## config.mk

```make
export PLATFORM = sky130hd
export DESIGN_NAME = slot_bus_arbiter
export DESIGN_NICKNAME = d
export VERILOG_FILES = /design/src/rtl/slot_bus_arbiter.sv
export SDC_FILE = /design/constraint.sdc
export NUM_CORES = 1
export LEC_CHECK = 0
export CAP_MARGIN = 10
export CORE_MARGIN = 2
export CORE_UTILIZATION = 45
export CTS_BUF_LIST = sky130_fd_sc_hd__clkbuf_2 sky130_fd_sc_hd__clkbuf_4 sky130_fd_sc_hd__clkbuf_8
export DETAILED_ROUTE_END_ITERATION = 10
export GPL_TIMING_DRIVEN = 0
export PLACE_DENSITY = 0.84
export SLEW_MARGIN = 20
export SYNTH_ARGS = -nofsm -noshare
export SYNTH_HDL_FRONTEND = slang
export SYNTH_SLANG_ARGS = --single-unit
export TNS_END_PERCENT = 30
```

## constraint.sdc

```tcl
create_clock -name clk_logic -period 2.4 [get_ports clk_logic]
set_input_delay 0.48 -clock clk_logic [delete_from_list [all_inputs] [get_ports clk_logic]]
set_output_delay 0.48 -clock clk_logic [all_outputs]
set_load 0.02 [all_outputs]
```

## src/rtl/slot_bus_arbiter.sv

```systemverilog
// slot_bus_arbiter
// Combines the Apple II bus-facing outputs of NUM_CARDS emulated cards into
// one registered drive. Each bus cycle gets a single grant, read collisions
// are flagged and counted, and the card IRQs are combined with per-card
// masking and sticky status flags.
//
// Ports:
//   clk_logic          logic clock (54 MHz)
//   device_reset_n     asynchronous active-low reset
//   phi1_posedge_i     single-cycle strobe marking the end of an Apple bus cycle
//   rd_en_i            per-card read-drive request
//   data_i             packed card data, card k at [k*DATA_WIDTH +: DATA_WIDTH]
//   bus_data_i         passthrough data used when no card is driving
//   irq_n_i            per-card active-low IRQ
//   irq_mask_i         1 = channel IRQ enabled
//   irq_clr_i          per-bit pulse clearing irq_status_o
//   data_out_en_o      registered bus drive enable
//   data_out_o         registered bus data
//   irq_n_o            registered aggregate active-low IRQ
//   grant_o            granted card index, MSB set = no grant
//   collision_o        one-cycle pulse per colliding bus cycle
//   collision_count_o  saturating collision count
//   irq_status_o       sticky per-card IRQ-seen flags
//
// Build option: define ARB_ROUND_ROBIN_EN for round-robin grant selection;
// the default build uses fixed priority with card 0 highest.

module slot_bus_arbiter #(
    parameter int NUM_CARDS           = 4,
    parameter int DATA_WIDTH          = 8,
    parameter int CNT_WIDTH           = 16,
    parameter int BUS_DATA_OUT_ENABLE = 1,
    parameter int IRQ_OUT_ENABLE      = 1,
    localparam int GW                 = $clog2(NUM_CARDS) + 1
) (
    input  logic                            clk_logic,
    input  logic                            device_reset_n,
    input  logic                            phi1_posedge_i,
    input  logic [NUM_CARDS-1:0]            rd_en_i,
    input  logic [NUM_CARDS*DATA_WIDTH-1:0] data_i,
    input  logic [DATA_WIDTH-1:0]           bus_data_i,
    input  logic [NUM_CARDS-1:0]            irq_n_i,
    input  logic [NUM_CARDS-1:0]            irq_mask_i,
    input  logic [NUM_CARDS-1:0]            irq_clr_i,
    output logic                            data_out_en_o,
    output logic [DATA_WIDTH-1:0]           data_out_o,
    output logic                            irq_n_o,
    output logic [GW-1:0]                   grant_o,
    output logic                            collision_o,
    output logic [CNT_WIDTH-1:0]            collision_count_o,
    output logic [NUM_CARDS-1:0]            irq_status_o
);

    typedef enum logic [1:0] {IDLE, GRANT, HOLD} state_t;

    state_t                 r_state;
    state_t                 w_nextState;
    logic [GW-1:0]          r_grantIdx;
    logic [GW-1:0]          w_nextGrantIdx;
    logic [GW-1:0]          w_pickIdx;
    logic [NUM_CARDS-1:0]   w_grantMask;
    logic                   w_anyReq;
    logic                   w_multiReq;
    logic                   w_grantedReq;
    logic                   w_otherReq;
    logic                   w_collEvent;
    logic                   w_collPulse;
    logic                   r_collSeen;
    logic [DATA_WIDTH-1:0]  w_selData;
    logic [NUM_CARDS-1:0]   w_irqActive;

    logic                   r_dataOutEn;
    logic [DATA_WIDTH-1:0]  r_dataOut;
    logic                   r_irqN;
    logic [GW-1:0]          r_grantOut;
    logic                   r_collision;
    logic [CNT_WIDTH-1:0]   r_collCount;
    logic [NUM_CARDS-1:0]   r_irqStatus;

`ifdef ARB_ROUND_ROBIN_EN
    logic [GW-1:0]          r_rrPtr;
    int                     w_rrIdx;
`endif

    assign w_anyReq     = |rd_en_i;
    assign w_multiReq   = ($countones(rd_en_i) > 1);
    assign w_grantMask  = NUM_CARDS'(1) << r_grantIdx;
    assign w_grantedReq = |(rd_en_i & w_grantMask);
    assign w_otherReq   = |(rd_en_i & ~w_grantMask);
    assign w_irqActive  = ~irq_n_i & irq_mask_i;

    // Candidate selection; scanning from the far end lets the candidate
    // closest to the start point overwrite the others.
    always_comb begin
        w_pickIdx = '0;
`ifdef ARB_ROUND_ROBIN_EN
        w_rrIdx = 0;
        for (int i = NUM_CARDS - 1; i >= 0; i--) begin
            w_rrIdx = (int'(r_rrPtr) + i) % NUM_CARDS;
            if (rd_en_i[w_rrIdx]) begin
                w_pickIdx = GW'(w_rrIdx);
            end
        end
`else
        for (int i = NUM_CARDS - 1; i >= 0; i--) begin
            if (rd_en_i[i]) begin
                w_pickIdx = GW'(i);
            end
        end
`endif
    end

    // Next-state logic: one grant per bus cycle, and once the owner drops
    // its request the bus is locked out until phi1 closes the cycle.
    always_comb begin
        w_nextState    = r_state;
        w_nextGrantIdx = r_grantIdx;
        w_collEvent    = 1'b0;
        case (r_state)
            IDLE: begin
                if (w_anyReq) begin
                    w_nextState    = GRANT;
                    w_nextGrantIdx = w_pickIdx;
                    w_collEvent    = w_multiReq;
                end
            end
            GRANT: begin
                w_collEvent = w_otherReq;
                if (phi1_posedge_i) begin
                    w_nextState = IDLE;
                end else if (!w_grantedReq) begin
                    w_nextState = HOLD;
                end
            end
            HOLD: begin
                if (phi1_posedge_i) begin
                    w_nextState = IDLE;
                end
            end
            default: begin
                w_nextState = IDLE;
            end
        endcase
    end

    // Data of the card that will own the bus after this edge.
    always_comb begin
        w_selData = '0;
        for (int k = 0; k < NUM_CARDS; k++) begin
            if (int'(w_nextGrantIdx) == k) begin
                w_selData = data_i[k*DATA_WIDTH +: DATA_WIDTH];
            end
        end
    end

    assign w_collPulse = w_collEvent & ~r_collSeen;

    // State, grant and registered bus outputs. Outputs are loaded from the
    // next-state decision so they appear one cycle after the grant decision.
    always_ff @(posedge clk_logic or negedge device_reset_n) begin
        if (!device_reset_n) begin
            r_state     <= IDLE;
            r_grantIdx  <= '0;
            r_dataOutEn <= 1'b0;
            r_dataOut   <= '0;
            r_grantOut  <= '1;
        end else begin
            r_state    <= w_nextState;
            r_grantIdx <= w_nextGrantIdx;
            if (w_nextState == GRANT) begin
                r_dataOutEn <= 1'b1;
                r_dataOut   <= w_selData;
                r_grantOut  <= w_nextGrantIdx;
            end else begin
                r_dataOutEn <= 1'b0;
                r_dataOut   <= bus_data_i;
                r_grantOut  <= '1;
            end
        end
    end

`ifdef ARB_ROUND_ROBIN_EN
    // Pointer moves to the card after the one just granted.
    always_ff @(posedge clk_logic or negedge device_reset_n) begin
        if (!device_reset_n) begin
            r_rrPtr <= '0;
        end else if (r_state == IDLE && w_anyReq) begin
            r_rrPtr <= (int'(w_pickIdx) == NUM_CARDS - 1) ? '0 : w_pickIdx + 1'b1;
        end
    end
`endif

    // Collision flag closes at the end of a bus cycle. A grant taken in IDLE
    // on the phi1 strobe belongs to the new cycle, so its collision sets it.
    always_ff @(posedge clk_logic or negedge device_reset_n) begin
        if (!device_reset_n) begin
            r_collSeen  <= 1'b0;
            r_collision <= 1'b0;
            r_collCount <= '0;
        end else begin
            r_collision <= w_collPulse;
            if (phi1_posedge_i && r_state != IDLE) begin
                r_collSeen <= 1'b0;
            end else begin
                r_collSeen <= r_collSeen | w_collPulse;
            end
            if (w_collPulse && r_collCount != '1) begin
                r_collCount <= r_collCount + 1'b1;
            end
        end
    end

    // IRQ aggregation; a new assertion wins over a simultaneous clear.
    always_ff @(posedge clk_logic or negedge device_reset_n) begin
        if (!device_reset_n) begin
            r_irqN      <= 1'b1;
            r_irqStatus <= '0;
        end else begin
            r_irqN      <= ~|w_irqActive;
            r_irqStatus <= (r_irqStatus & ~irq_clr_i) | w_irqActive;
        end
    end

    assign data_out_en_o     = (BUS_DATA_OUT_ENABLE != 0) ? r_dataOutEn : 1'b0;
    assign data_out_o        = r_dataOut;
    assign irq_n_o           = (IRQ_OUT_ENABLE != 0) ? r_irqN : 1'b1;
    assign grant_o           = r_grantOut;
    assign collision_o       = r_collision;
    assign collision_count_o = r_collCount;
    assign irq_status_o      = r_irqStatus;

endmodule
```

# After elaboration in Yosys (flattened, before gate mapping)
# Index checks and enable logic that the tools add are counted.
[totals]
register_bits = 40
[op_classes]
bitwise_logic = 11
n_mux = 21
eq_ne = 7
magnitude_cmp = 1
add_sub_neg = 4
reduce_logical = 10
n_shift = 1
[ops]
columns = ["op", "n"]
rows = [
  ["8-bit two-way mux", 5],
  ["16-bit by 1-bit adder with 16-bit output (second input constant)", 1],
  ["4-bit AND", 4],
  ["2-bit two-way mux", 8],
  ["16-bit inequality test (second input constant)", 1],
  ["4-bit OR reduction", 4],
  ["4-bit NOT", 3],
  ["3-bit two-way mux", 3],
  ["3-bit == test (second input constant)", 2],
  ["2-bit case mux with 3 select lines", 1],
  ["1-bit by 1-bit adder with 2-bit output", 2],
  ["2-bit by 1-bit == test with 1-bit output (second input constant)", 2],
  ["4-bit OR", 1],
  ["1-bit by 3-bit left shift with 4-bit output (first input constant)", 1],
  ["2-bit by 2-bit adder with 3-bit output", 1],
  ["3-bit by 2-bit == test with 1-bit output (second input constant)", 1],
  ["3-bit by 1-bit > comparator with 1-bit output (second input constant)", 1],
  ["3-bit zero test", 1],
  ["1-bit two-way mux", 3],
  ["2-bit == test (second input constant)", 1],
  ["1-bit logical AND", 2],
  ["2-bit zero test", 1],
  ["1-bit case mux with 2 select lines", 1],
  ["2-bit nonzero test", 1],
  ["4 further kinds", 4],
]

# Logic depth before layout (Yosys ltp)
# Gate-level depths: netlist (run 1).
[depth]
depth_word = 12
mapped_depth = 10

# Least setup slack after synthesis (run 1)
# No wires, ideal clock.
[synth_path]
path_type = "input-to-reg"
startpoint = "in rd_en_i[0]"
endpoint = "reg r_dataOut[6], in the netlist data_out_o[6]"
slack_ps = 345
setup_time_ps = 132
required_time_ps = 2268
t_arrival_ps = 1923
path_buffers = 1
cell_stages = 8
cell_sequence = "inv_1 ha_1 or3b_1 buf_6 o2bb2ai_4 and3_4 a2111oi_4 a211oi_2"
[synth_between]
elab_chain_len = 9
[synth_lines]
columns = ["element", "line_no", "text"]
rows = [
  ["from (decl)", "39", "input logic [NUM_CARDS-1:0] rd_en_i,"],
  ["4-bit OR reduction or 2-bit two-way mux (tied branches)", "85, 106", ""],
  ["3-bit two-way mux", "121", "if (w_anyReq) begin"],
  ["3-bit two-way mux", "119", "case (r_state)"],
  ["3-bit zero test", "150", "if (int'(w_nextGrantIdx) == k) begin"],
  ["8-bit two-way mux (4 in a row)", "150", ""],
  ["8-bit two-way mux (*)", "170", "if (w_nextState == GRANT) begin"],
  ["to (signal assigned)", "172", "r_dataOut <= w_selData;"],
  ["to (signal assigned)", "176", "r_dataOut <= bus_data_i;"],
  ["to (decl)", "73", "logic [DATA_WIDTH-1:0] r_dataOut;"],
]
# Every way passes the cells marked *; elsewhere a longest branch is shown, timed or not.
# A chain may end at the register's enable or synchronous reset.

# Final worst setup path (run 1)
# Ends and elaborated chain as after synthesis.

==> results of run 1 <==
## Yosys cell counts, types with 4 or more instances
master / n
inv_1: 12
nand2_1: 13
a21oi_2: 7
a21o_1: 7
buf_6: 4
xor2_1: 11
o211ai_1: 8
a221oi_1: 8
nand4_1: 5
nand3_1: 12
nor3_1: 6
a21oi_1: 4
nor2_1: 12
dfrtp_1: 36
xnor2_1: 4
dfstp_2: 4
## critical path, stage by stage
cell and delay [ns]:
clkbuf_2 0.13, inv_1 0.15, ha_1 0.15, or3b_1 0.35, buf_6 0.15, a21oi_1 0.14, a21o_2 0.21, buf_2 0.25
nor3b_2 0.23, a211oi_2 0.05
## worst paths after layout
| check | to | slack, ns | depth (start not counted) |
|---|---|---|---|
| min reg2reg | collision_count_o[5] | 0.51 | 1 |
| max in group asynchronous | grant_o[2] | 1.72 | 2 |
| max reg2reg | collision_count_o[14] | 0.32 | 6 |
| min | irq_status_o[3] | 0.13 | 1 |
| min in group clk_logic | collision_count_o[5] | 0.51 | 1 |
| max | data_out_o[6] | 0.27 | 10 |
## state kept, by name, summed over array words and instances, names as in the netlist, 2 cells and up
name / count
irq_status_o: 4
collision_count_o: 16
grant_o: 3
r_grantIdx: 3
data_out_o: 8
r_state: 2
## power by group
group	internal, W	switching [W]	leakage, nW
registers	0.000899	0.000161	0.498
clock network	0.000427	0.000237	0.0688
logic	0.000915	0.00104	0.936
total	0.00224	0.00143	1.50
## metal layers
layer | track usage (%) | vias up | wire length (um)
li1 | - | 1017 | -
met1 | 24.1 | 998 | 2260
met2 | 39.4 | 93 | 3170
met3 | 7.29 | 7 | 536
met4 | 4.82 | 0 | 72
met5 | 0 | - | 0
## area by class of cell
| class | instances | area (sq um) | share of cell area [%] |
|---|---|---|---|
| multi-input cells | 159 | 1290 | 36.3 |
| flip-flops and latches | 40 | 1010 | 28.2 |
| repair buffers | 92 | 926 | 26.0 |
| well taps | 70 | 87.6 | 2.46 |
| clock buffers | 6 | 76.3 | 2.14 |
| plain buffers | 8 | 67.6 | 1.89 |
| clock inverters | 2 | 60.1 | 1.68 |
| inverters | 13 | 48.8 | 1.37 |
## logic make-up after synthesis
kind of cell / after synthesis
DFF: 40
and+or+nand+nor: 81
muxes: 3
buffers and inverters: 21
AOI/OAI and AO/OA: 57
adders and majority gates: 3
xor gates and xnor gates: 15
## placed cells by master, fill, tap and decap left out, types with 5 or more instances in the layout
master,instances
dfrtp_1,36
a21o_1,7
nor2_1,12
inv_1,12
nand4_1,5
a221oi_1,8
a21oi_2,7
o211ai_1,8
nor3_1,6
clkdlybuf4s50_1,87
xor2_1,11
nand2_1,13
nand3_1,12
clkbuf_8,5
## through the flow
stage          utilization (%)  setup TNS, ns
2_1_floorplan                -              0
3_3_place_gp              66.2         -13.08
3_5_place_dp              66.7          -9.94
4_1_cts                   69.5              0
5_1_grt                   69.4              0
6_report                  69.4              0
==> flow_metrics.py, run 1 <==
metrics = {
    "synthesis": {
        "yosysSeqAreaShare_pct": 41.8,
        "synth_nets": 282,
        "synth_ff_type": "dfrtp_1",
        "ys_ff_latch": 40,
        "synth_top_cell_area_share_pct": 37.4,
        "yosys.area_share.adder_pct": 1.87,
        "synth_area_leaders": "dfrtp_1, dfstp_2, xor2_1, a221oi_1, nor4_4",
        "synth_cell_type_count": 65,
        "synth_top_family_by_area": "simple AND/OR/NAND/NOR gates",
        "synth-xor-area-share_pct": 5.46,
        "synth_compound_area_share_pct": 21.8,
        "yosys_warnings": 0,
        "post_synth_and_or_nand_nor_area_fraction_pct": 22.7,
        "synthCells": 220,
        "synth_edf_count": 0,
        "syn_area_per_cell_sq_um": 10.9,
        "synth_top_area_cell": "dfrtp_1",
        "synth.area.mux_share_pct": 1.51,
        "ys_async_sr_fraction_pct": 100,
        "syn-cell-area_sq_um": 2410,
    },
    "setup_path": {
        "worstSetupEndpointType": "flip-flop",
        "r2r_start": "collision_count_o[0]",
        "worstPathArrival_ns": 2.30,
        "cp_max_fo": 10,
        "critical_path_class": "in2reg",
        "cp-startpoint": "rd_en_i[0]",
        "worst_setup_path_start_kind": "input port",
        "worstPathRequired_ns": 2.57,
    },
    "routing": {
        "wl_per_cell_um": 15.5,
        "antenna_left": 0,
        "routed_via_density": 5.42,
        "first_pass_iters": 4,
        "drtIter0Drc": 79,
        "drt_wl_total_um": 6040,
        "drc": 0,
        "num_vias": 2115,
    },
    "sta": {
        "setup_viol": 0,
        "drv_slew": 0,
        "hold_ws_ns": 0.131,
        "fin_skew_ns": 0.00891,
        "fin_ws_ns": 0.273,
        "max_freq_mhz": 470,
        "post-route-period-util_pct": 88.6,
        "hold_violations": 0,
        "worst_pin_slew_ns": 0.609,
        "fin_crit_ns": 2.13,
        "rsz0062_at_grt": "no",
        "slew_headroom_pct": 59.0,
    },
    "power_and_ir_drop": {
        "finalPower_w": 0.00368,
        "p_leak_nw": 1.50,
        "peakVddDrop_uv": 513,
        "power_density_nw_per_um2": 1030,
    },
    "cts": {
        "cts_hold_buf": 0,
        "clkTransAtPathRegs_ns": 0.08,
        "clock-sinks": 40,
        "cts_buffers": 5,
        "cts.repair.resized": 3,
        "h-tree-depth": 2,
        "clk_latency_ns": 0.29,
        "root_buffer": "clkbuf_8",
        "clockBufferDepth": 2,
        "post_cts_buffers": 0,
        "cts_tree": "built",
    },
    "finish": {
        "finalNonFillerCells": 390,
        "synthToLayoutAreaGrowth_pct": 48.3,
        "nets": 381,
        "final_cell_area_sq_um": 3570,
        "diodes": 0,
        "drive_gt1_share_pct": 19.1,
        "fill_cells": 408,
    },
    "die": {
        "row_count": 26,
        "core_area_sq_um": 5140,
        "io_pins": 93,
        "fp.dieW_um": 77.1,
        "design.die.area_sq_um": 5950,
        "die_h_um": 77.1,
        "start_util_pct": 46.8,
    },
    "placement": {
        "post_dp_cell_area_sq_um": 3430,
        "place_ws_ns": -0.463,
        "place_inst": 382,
        "gp_congestion": 0.857,
        "hpwl_um": 4700,
        "numPortBuffers": 91,
    },
    "global_route": {
        "antenna_found_initial": 0,
        "grt_pass1_vias": 2256,
        "grt_pass1_wl_um": 10300,
        "grt_util_all_layers_pct": 21.6,
        "grt_max_degree": 23,
        "grt.overflow.total": 0,
    },
    "worst_hold_path": {
        "min_path_type": "in2async",
    },
    "job": {
        "drv_cap": 0,
    },
    "status": {
        "status": "complete, no violations",
    },
}
No activity file was read; power rests on OpenSTA's default activity.
==> run 2: changes to the inputs <==
Settings changed: SLEW_MARGIN 20 to 0.
==> flow_metrics.py, run 2 (synthesis results as in run 1) <==
metrics = {
    "placement": {
        "post_dp_cell_area_sq_um": 3400,
        "hpwl_um": 4520,
        "numPortBuffers": 91,
        "gp_congestion": 0.857,
    },
    "setup_path": {
        "rrSetupSlack_ns": 0.29,
        "cpPeakStageDelay_ns": 0.35,
        "worstPathRequired_ns": 2.57,
        "worstSetupEndpointType": "flip-flop",
        "cp_max_fo": 10,
        "critical_path_class": "in2reg",
        "cp_top_family": "buffers and inverters",
        "crit_path_top_delay_cell": "or3b_1",
        "worstPathCellList": "clkbuf_2 -> inv_1 -> ha_1 -> or3b_1 -> buf_6 -> a21oi_1 -> a21o_2 -> buf_2 -> nor3b_2 -> a211oi_2",
        "cp-startpoint": "rd_en_i[0]",
        "critical_path_buf_inv_count": 4,
        "worst_setup_path_start_kind": "input port",
        "worstPathArrival_ns": 2.30,
        "r2r_start": "collision_count_o[0]",
    },
    "cts": {
        "post_cts_buffers": 0,
        "cts.repair.resized": 3,
        "clkTransAtPathRegs_ns": 0.08,
        "cts_hold_buf": 0,
        "clk_latency_ns": 0.29,
        "cts_buffers": 5,
        "clockBufferDepth": 2,
        "clock-sinks": 40,
        "root_buffer": "clkbuf_8",
        "cts_tree": "built",
        "h-tree-depth": 2,
    },
    "global_route": {
        "grt_pass1_vias": 2236,
        "grt_pass1_wl_um": 10400,
        "grt_util_all_layers_pct": 21.6,
        "antenna_found_initial": 0,
        "grt_max_degree": 41,
        "grt.overflow.total": 0,
    },
    "sta": {
        "drv_slew": 0,
        "worst_pin_slew_ns": 0.882,
        "setup_viol": 0,
        "fin_skew_ns": 0.0116,
        "post-route-period-util_pct": 88.8,
        "max_freq_mhz": 469,
        "fin_crit_ns": 2.13,
        "hold_violations": 0,
        "rsz0062_at_grt": "no",
        "fin_setup_tns_ns": 0,
        "slew_headroom_pct": 41.2,
    },
    "routing": {
        "drc": 0,
        "drtIter0Drc": 90,
        "wl_per_cell_um": 15.5,
        "first_pass_iters": 4,
        "num_vias": 2141,
        "drt_wl_total_um": 6020,
        "routed_via_density": 5.50,
        "antenna_left": 0,
    },
    "power_and_ir_drop": {
        "peakVddDrop_uv": 524,
        "p_leak_nw": 1.49,
        "power_density_nw_per_um2": 1040,
    },
    "die": {
        "fp.dieW_um": 77.1,
        "start_util_pct": 46.8,
        "row_count": 26,
        "die_h_um": 77.1,
        "io_pins": 93,
        "design.die.area_sq_um": 5950,
        "core_area_sq_um": 5140,
    },
    "finish": {
        "fill_cells": 417,
        "largest_register_ffs": 16,
        "synthToLayoutAreaGrowth_pct": 47.1,
        "final_cell_area_sq_um": 3540,
        "layout_commonest_cell": "clkdlybuf4s50_1",
        "diodes": 0,
        "final_cell_mix": "clkdlybuf4s50_1, dfrtp_1, nand2_1",
        "drive_gt1_share_pct": 18.8,
        "nets": 380,
    },
    "job": {
        "drv_cap": 0,
    },
    "worst_hold_path": {
        "min_path_type": "in2async",
    },
    "status": {
        "status": "complete, no violations",
    },
}
[run 2: layout make-up]
| class | count | area [sq um] | area share (%) |
|---|---|---|---|
| Multi-Input combinational cell | 159 | 1290 | 36.6 |
| Clock inverter | 2 | 60.1 | 1.70 |
| Tap cell | 70 | 87.6 | 2.47 |
| Timing Repair Buffer | 91 | 898 | 25.4 |
| Clock buffer | 6 | 76.3 | 2.16 |
| Buffer | 8 | 67.6 | 1.91 |
| Sequential cell | 40 | 1010 | 28.4 |
| Inverter | 13 | 48.8 | 1.38 |
[run 2: per-stage QoR]
| step | hold slack, ns | std cells | setup slack, ns | utilization [%] | power, W |
|---|---|---|---|---|---|
| CTS | 0.331 | 389 | 0.0401 | 69.0 | 0.00369 |
| global route | 0.382 | 389 | 0.139 | 68.9 | 0.00389 |
| floorplan | 0.184 | 220 | 0.345 | - | 0.00233 |
| finish | 0.305 | 389 | 0.268 | 68.9 | 0.00367 |
| detailed placement | 0.503 | 381 | -0.473 | 66.1 | 0.00301 |
| global placement | 0.490 | 381 | -0.430 | 66.2 | 0.00297 |
[run 2: routing by layer]
metal  global-route usage [%]  vias up  wire, um
li1                         -     1011         -
met1                     25.4     1022      2340
met2                     38.4       99      3090
met3                     6.35        9       505
met4                     5.89        0        89
met5                        0        -         0
[run 2: power by group]
group	internal, W	leakage (nW)	switching [W]	total [W]
clock network	0.000427	0.0688	0.000235	0.000662
logic	0.000911	0.923	0.00103	0.00194
registers	0.000899	0.498	0.000166	0.00106
total	0.00224	1.49	0.00143	0.00367
[run 2: final timing paths]
| path | end | cells after the start |
|---|---|---|
| worst max register to register | collision_count_o[14] | 6 |
| worst min register to register | collision_count_o[5] | 1 |
| min in group clk_logic | collision_count_o[5] | 1 |
| max in group asynchronous | collision_count_o[15] | 1 |
| worst min-delay path | irq_status_o[2] | 1 |
| worst max-delay path | data_out_o[6] | 10 |
==> run 3: changes to the inputs <==
Settings changed: CAP_MARGIN 10 to not set.
==> results of run 3 <==
The final DEF is identical to that of run 2; final timing and power are the same.
